**config.mk**
```make
export PLATFORM = sky130hd
export DESIGN_NAME = div_unit
export DESIGN_NICKNAME = d
export VERILOG_FILES = /design/src/rtl/div_unit.sv
export SDC_FILE = /design/constraint.sdc
export NUM_CORES = 1
export LEC_CHECK = 0
export CORE_AREA = 2 2 148 150
export CTS_CLUSTER_SIZE = 24
export DETAILED_ROUTE_END_ITERATION = 8
export DIE_AREA = 0 0 150 152
export PLACE_DENSITY = 0.77
export SLEW_MARGIN = 30
export SYNTH_ARGS = -nofsm -noshare
export SYNTH_HDL_FRONTEND = slang
export SYNTH_SLANG_ARGS = --single-unit
```
**constraint.sdc**
```tcl
create_clock -name clk -period 3.5 [get_ports clk]
set_input_delay 0.525 -clock clk [delete_from_list [all_inputs] [get_ports clk]]
set_output_delay 0.525 -clock clk [all_outputs]
set_load 0.05 [all_outputs]
```
**src/rtl/div_unit.sv**
```systemverilog
// div_unit: multicycle signed 32-bit restoring divider feeding hiDiv/loDiv.
// lo = quotient (truncated toward zero), hi = remainder (sign of dividend).
// start/busy/done handshake; div0 flags a zero divisor (1-cycle path).
// Optional build macro DIV_EARLY_EXIT_EN: when |dividend| < |divisor| the
// iteration phase is skipped (quotient 0, remainder |dividend|).
module div_unit #(
  parameter int WIDTH = 32,
  parameter int CNT_W = 5
) (
  input  logic             clk,
  input  logic             reset,
  input  logic             start,
  input  logic [WIDTH-1:0] dividend,
  input  logic [WIDTH-1:0] divisor,
  output logic             busy,
  output logic             done,
  output logic             div0,
  output logic [WIDTH-1:0] hi,
  output logic [WIDTH-1:0] lo
);

  typedef enum logic [1:0] {
    IDLE = 2'd0,
    CALC = 2'd1,
    FIX  = 2'd2,
    DONE = 2'd3
  } state_t;

  state_t stateQ, stateD;

  logic [CNT_W-1:0] cnt;
  logic [WIDTH-1:0] rem;
  logic [WIDTH-1:0] quo;
  logic [WIDTH-1:0] absDvs;
  logic             signDvd;
  logic             signDvs;

  logic [WIDTH-1:0] absDvdIn;
  logic [WIDTH-1:0] absDvsIn;
  logic             divisorZero;
  logic             earlyExit;
  logic [WIDTH:0]   trial;

  // Operand magnitudes and trial subtraction for the current step.
  // rem[WIDTH-1] is always 0 during CALC (rem < |divisor| <= 2^(WIDTH-1)),
  // so using the full rem as the top bits equals the shifted-remainder form.
  always_comb begin
    absDvdIn    = dividend[WIDTH-1] ? -dividend : dividend;
    absDvsIn    = divisor[WIDTH-1]  ? -divisor  : divisor;
    divisorZero = (divisor == '0);
    trial       = {rem, quo[WIDTH-1]} - {1'b0, absDvs};
  end

`ifdef DIV_EARLY_EXIT_EN
  assign earlyExit = !divisorZero && (absDvdIn < absDvsIn);
`else
  assign earlyExit = 1'b0;
`endif

  // State register.
  always_ff @(posedge clk or negedge reset) begin
    if (!reset) stateQ <= IDLE;
    else        stateQ <= stateD;
  end

  // Next-state logic.
  always_comb begin
    stateD = stateQ;
    case (stateQ)
      IDLE: begin
        if (start) begin
          if (divisorZero)    stateD = DONE;
          else if (earlyExit) stateD = FIX;
          else                stateD = CALC;
        end
      end
      CALC:    if (cnt == '0) stateD = FIX;
      FIX:     stateD = DONE;
      DONE:    stateD = IDLE;
      default: stateD = IDLE;
    endcase
  end

  // Datapath and registered outputs; busy/done track the state being entered.
  always_ff @(posedge clk or negedge reset) begin
    if (!reset) begin
      cnt     <= '0;
      rem     <= '0;
      quo     <= '0;
      absDvs  <= '0;
      signDvd <= 1'b0;
      signDvs <= 1'b0;
      hi      <= '0;
      lo      <= '0;
      busy    <= 1'b0;
      done    <= 1'b0;
      div0    <= 1'b0;
    end else begin
      busy <= (stateD == CALC) || (stateD == FIX);
      done <= (stateD == DONE);
      case (stateQ)
        IDLE: begin
          if (start) begin
            signDvd <= dividend[WIDTH-1];
            signDvs <= divisor[WIDTH-1];
            absDvs  <= absDvsIn;
            div0    <= divisorZero;
            cnt     <= CNT_W'(WIDTH - 1);
            if (earlyExit) begin
              quo <= '0;
              rem <= absDvdIn;
            end else begin
              quo <= absDvdIn;
              rem <= '0;
            end
          end
        end
        CALC: begin
          if (!trial[WIDTH]) begin
            rem <= trial[WIDTH-1:0];
            quo <= {quo[WIDTH-2:0], 1'b1};
          end else begin
            rem <= {rem[WIDTH-2:0], quo[WIDTH-1]};
            quo <= {quo[WIDTH-2:0], 1'b0};
          end
          cnt <= cnt - 1'b1;
        end
        FIX: begin
          lo <= (signDvd ^ signDvs) ? -quo : quo;
          hi <= signDvd ? -rem : rem;
        end
        default: ;
      endcase
    end
  end

endmodule

```
==> metrics.md, run 1 <==
| Metric | Value |
|---|---|
| Initial core utilization | 0.528 |
| Total power | 0.0139 W |
| P&R area growth vs syn | 22.6% |
| Clk Latency, worst-skew pair | 0.43 ns |
| CP max FO | 30 |
| Worst-Margin Slew | 0.773 ns |
| Max incr delay on CP | 0.40 ns |
| Share of cells above drive strength 1 | 0.0844 |
| Slew margin rel. | 0.485 |
| Mapped Area | 11300 sq um |
| Setup TNS | 0 ns |
| GRT Util Overall | 0.256 |
| Fmax | 0.303 GHz |
| Core ar. | 21400 sq um |
| CP endpoint kind | register |
| Clock buffer count from CTS | 17 |
| Pwr per Cell Area | 1010 nW/um^2 |
| Area leader, netlist | dfrtp_1 |
| Hold Vio Cnt, Final | 0 |
| Vias in the first global route | 9500 |
| DRT antenna net count | 0 |
| Main synth FF type | dfrtp_1 |
| Critical path class | reg -> reg |
| DRT Wirelength | 28900 microns |
| Cells after Synth | 1321 |
| Die ar. | 22800 sq um |
| Seq cells post-synth | 172 |
| Port bufs | 133 |
| DRT Pass-1 Iters | 6 |
| Main area contributors after synthesis | dfrtp_1, xor2_1, o21ai_0 |
| Post-synth EDFFs | 0 |
| Remaining Overflow, GRT | 0 |
| Via density | 5.91 |
| Count leader, synth | nand2_1 |
| Post CTS Setup Buffer Count | 0 |
| Clock root cell | clkbuf_16 |
| Std cell rows | 54 |
| Status | finished, final reports clean |
| Async set-or-reset flop fraction in the synthesized netlist | 1.00 |
| Quantity of gates resized following cts | 0 |
| Hold Path Class | in -> async |
| Number of buffers and inverters on the critical path | 2 |
| Initial antenna violation count | 0 |
| Leakage | 5.91 nW |
| Initial drt markers | 886 |
| Syn. warnings | 0 |
| Pin count of the biggest net entering global routing | 90 |
| CP Launch Type | register |
| Clk slew on worst S/H paths | 0.07 ns |
| Synth top area share | 0.382 |
| CTS tree | built |
| CP cell instances | inv_1, ha_1, fa_1, nand2b_1, a21oi_1, o2111ai_1, nand3_1, o211ai_1, mux2_2, and2_1, buf_12, o311ai_0 |
| DR DRC count | 0 |
| CTS H-tree depth | 4 |
| Required time worst endpoint | 3.80 ns |
| Nets | 1563 |
| Critical path's slowest cell | dfrtp_1 |
| Syn avg cell area | 8.53 sq um |
| VDD IR-drop max | 0.441 mV |
| Filler Cell Count | 1821 |
| Die Height | 152 microns |
| Max Transition Viols Final | 0 |
| Mean routed wirelength per cell | 16.5 microns |
| CP delay by family, top | compound AO/OA/AOI/OAI gates |
| First-pass GRT wire length | 47500 microns |
| Clock Skews | 0.00777 ns |
| Sequential-to-total area share from yosys stat | 0.382 |
| Hold slack | 0.0646 ns |
| RSZ-0062 raised after global routing | no |
| DIE WIDTH | 150 microns |
| Worst-case clock buffer depth | 2 |
| Post-DP HPWL | 21400 microns |
| GP Congestion | 0.913 |
| Ant. Diodes | 0 |
| Hold bufs inserted after CTS | 0 |
| Netlist cell types | 68 |
| Fin crit share | 0.942 |
| Num ports | 134 |
| # Max-Cap Violations | 0 |
| Syn nets | 1427 |
| WP data arrival | 3.60 ns |
| Final setup viols | 0 |
| Clock net sink count | 172 |
| Vias | 10300 |
| Commonest cells post-synth | nand2_1, o21ai_0, dfrtp_1 |
| Min cycle time layout | 3.30 ns |
==> placed cells by master (no fill, tap or decap), types with 13 or more instances in the layout <==
master / count
a21oi_1: 58
nand3_1: 17
clkdlybuf4s50_1: 132
nor2_1: 34
o21ai_0: 172
buf_4: 59
nor4_1: 13
clkbuf_16: 17
nand2_1: 215
a22oi_1: 22
xnor2_1: 39
o311ai_0: 15
o211ai_1: 24
or4_1: 15
o22ai_1: 19
inv_1: 55
nand4_1: 36
xor2_1: 102
dfrtp_1: 172
o31ai_1: 35
ha_1: 38
o41ai_1: 17
nor3_1: 14
==> layer usage <==
metal / wire (microns) / track usage / vias to the layer above
li1: - / - / 5068
met3: 2000 / 0.0378 / 35
met4: 499 / 0.0759 / 0
met2: 13200 / 0.391 / 387
met1: 13300 / 0.377 / 4856
met5: 0 / 0 / -
==> state kept, by name, summed over array words and instances (netlist names) <==
register,count
cnt,5
hi,32
absDvs,32
div0,1
signDvd,1
stateQ,2
signDvs,1
rem,32
lo,32
quo,32
busy,1
done,1
==> worst register-to-register path, stage by stage, from the launching register on <==
cell       delay, ns
dfrtp_1         0.40
inv_1           0.10
ha_1            0.24
fa_1            0.38
nand2b_1        0.19
a21oi_1         0.22
o2111ai_1       0.25
nand3_1         0.20
o211ai_1        0.13
mux2_2          0.34
and2_1          0.19
buf_12          0.17
o311ai_0        0.37
==> power by group <==
part           leakage, nW  switching, W  internal (W)
registers             2.00      0.000891       0.00276
logic                 3.63       0.00488       0.00347
clock network        0.285      0.000855       0.00107
total                 5.91       0.00663       0.00731
==> kinds of logic (layout without fill, tap and decap cells) <==
family	after synthesis	count (layout)	synth area share
mux	7	7	0.00644
simple gates	409	409	0.179
xor+xnor	141	141	0.110
flops	172	172	0.382
compound gates	418	418	0.234
buf+inv	135	284	0.0453
fa+ha+maj	39	39	0.0440
==> cell type report <==
| class | instances | area [sq um] | share of cell area |
|---|---|---|---|
| clock inverters | 14 | 160 | 0.0116 |
| well taps | 280 | 350 | 0.0254 |
| repair buffers | 197 | 1880 | 0.136 |
| clock buffers | 18 | 429 | 0.0311 |
| flip-flops and latches | 172 | 4300 | 0.312 |
| inverters | 55 | 206 | 0.0149 |
| multi-input cells | 1014 | 6480 | 0.470 |
==> per-stage QoR <==
stage | util | worst slack (ns) | cell area [sq um] | cells
after detailed placement | 0.619 | -0.163 | 13200 | 1718
after global placement | 0.619 | -0.0709 | 13200 | 1718
final | 0.647 | 0.203 | 13800 | 1750
after global routing | 0.647 | 0.0318 | 13800 | 1750
after CTS | 0.647 | 0.221 | 13800 | 1750
after floorplan | - | 0.466 | 11300 | 1321
==> final timing paths <==
kind	from	to	slack, ns	depth (start not counted)
setup reg to reg	quo[31]	rem[21]	0.20	12
min in group clk	hi[25]	hi[25]	0.48	2
max in group asynchronous	reset	absDvs[12]	2.56	2
setup / recovery	quo[31]	rem[21]	0.20	12
hold reg to reg	hi[25]	hi[25]	0.48	2
hold / removal	reset	lo[9]	0.06	1
No activity file was read; power rests on OpenSTA's default activity.
==> inputs of run 2 (changes only) <==
- ABC_CLOCK_PERIOD_IN_PS: not set -> 3500
- CTS_BUF_LIST: not set -> sky130_fd_sc_hd__clkbuf_4 sky130_fd_sc_hd__clkbuf_8 sky130_fd_sc_hd__clkbuf_16
==> metrics.md, run 2 (synthesis results as in run 1) <==
| Metric | Value |
|---|---|
| Worst-Margin Slew | 0.766 ns |
| Max incr delay on CP | 0.41 ns |
| Final setup viols | 0 |
| Hold slack | 0.0671 ns |
| Clock net sink count | 172 |
| Port bufs | 133 |
| R2r endpoint | rem[21] |
| Initial antenna violation count | 0 |
| GP Congestion | 0.913 |
| Total power | 0.0140 W |
| GRT Util Overall | 0.255 |
| Share of cells above drive strength 1 | 0.0850 |
| Footprint of the multi-input gates | 6480 sq um |
| # Max-Cap Violations | 0 |
| Most frequent cells in the layout | nand2_1, o21ai_0, dfrtp_1 |
| CTS tree | built |
| Number of buffers and inverters on the critical path | 2 |
| Clk Latency, worst-skew pair | 0.43 ns |
| Post-Layout Cell Count | 1750 |
| Leakage | 5.92 nW |
| VDD IR-drop max | 0.443 mV |
| DIE WIDTH | 150 microns |
| WP data arrival | 3.62 ns |
| Critical path's slowest cell | dfrtp_1 |
| Ant. Diodes | 0 |
| Clock buffer count from CTS | 17 |
| Total length of routed met2 wires | 13100 microns |
| Sequential Area | 4300 sq um |
| Routed length on met3 | 2070 microns |
| DRT Pass-1 Iters | 5 |
| Worst-case clock buffer depth | 2 |
| Post-DP HPWL | 21400 microns |
| Status | finished, final reports clean |
| Util after Layout | 0.647 |
| CP Launch Type | register |
| Vias in the first global route | 9492 |
| Commonest non-fill, non-tap cell in the layout | nand2_1 |
| CP endpoint kind | register |
| Max Transition Viols Final | 0 |
| Core ar. | 21400 sq um |
| Clk slew on worst S/H paths | 0.07 ns |
| Via density | 5.94 |
| Worst R2R Path Depth | 12 |
| CP max FO | 30 |
| CP delay by family, top | compound AO/OA/AOI/OAI gates |
| Num ports | 134 |
| CTS H-tree depth | 4 |
| First-pass GRT wire length | 47500 microns |
| P&R area growth vs syn | 22.6% |
| Worst r2r src | quo[31] |
| CP cell instances | inv_1, ha_1, fa_1, nand2b_1, a21oi_1, o2111ai_1, nand3_1, o211ai_1, mux2_2, and2_1, buf_12, o311ai_0 |
| Slew margin rel. | 0.489 |
| WL met1 | 13300 microns |
| Die ar. | 22800 sq um |
| Critical path class | reg -> reg |
| Nets | 1563 |
| Fmax | 0.302 GHz |
| Min cycle time layout | 3.31 ns |
| Pwr per Cell Area | 1010 nW/um^2 |
| Mean routed wirelength per cell | 16.6 microns |
| Placed insts | 1718 |
| Die Height | 152 microns |
| Hold Vio Cnt, Final | 0 |
| Uppermost layer routed | met4 |
| Initial core utilization | 0.528 |
| Critical Path Start | quo[31] |
| Filler Cell Count | 1820 |
| Reg-to-reg slack, setup | 0.19 ns |
| Fin crit share | 0.946 |
| Clock root cell | clkbuf_16 |
| Initial drt markers | 836 |
| DRT Wirelength | 29000 microns |
| Required time worst endpoint | 3.80 ns |
| Clock Skews | 0.00753 ns |
| Vias | 10400 |
| Hold Path Class | in -> async |
| Remaining Overflow, GRT | 0 |
| DR DRC count | 0 |
| Std cell rows | 54 |
| Pin count of the biggest net entering global routing | 90 |
| Hold bufs inserted after CTS | 0 |
| DRT antenna net count | 0 |
| RSZ-0062 raised after global routing | no |
run 2: cell counts in the layout (fill, tap and decap cells not counted):
No cell type changed its count.
run 2: how the worst max path moves through the flow:
stage / cells past startpoint / endpoint / slack (ns)
detailed placement: 9 / busy / -0.16
global placement: 9 / busy / -0.07
finish: 12 / rem[21] / 0.19
CTS: 12 / rem[27] / 0.22
floorplan: 7 / busy / 0.47
global route: 12 / rem[17] / 0.03
run 2: layout make-up:
type                    count  area share
repair buffers            197       0.136
well taps                 280      0.0254
inverters                  55      0.0149
flip-flops and latches    172       0.312
clock inverters            14      0.0116
multi-input cells        1014       0.469
clock buffers              18      0.0313
run 2: per-layer routing:
metal / global-route usage / up-vias
met1: 0.377 / 4866
met3: 0.0378 / 42
li1: - / 5074
met5: 0 / -
met2: 0.390 / 418
met4: 0.0759 / 0
run 2: stage by stage:
step           instance area [sq um]  TNS, ns  setup slack, ns
2_1_floorplan                  11300        0            0.466
3_3_place_gp                   13200  -0.0709          -0.0709
3_5_place_dp                   13200   -0.194           -0.163
4_1_cts                        13800        0            0.221
5_1_grt                        13800        0           0.0319
6_report                       13800        0            0.188
run 2: repair_timing:
item | CTS | global route
endpoints found under the setup margin | 0 | 2
gates resized for setup | 0 | 2
setup buffers | 0 | 0
run 2: power breakdown:
part,total (W),switching (W),leakage [nW],internal (W)
sequential,0.00366,0.000892,2.00,0.00276
combinational,0.00837,0.00490,3.63,0.00347
clock,0.00194,0.000858,0.289,0.00108
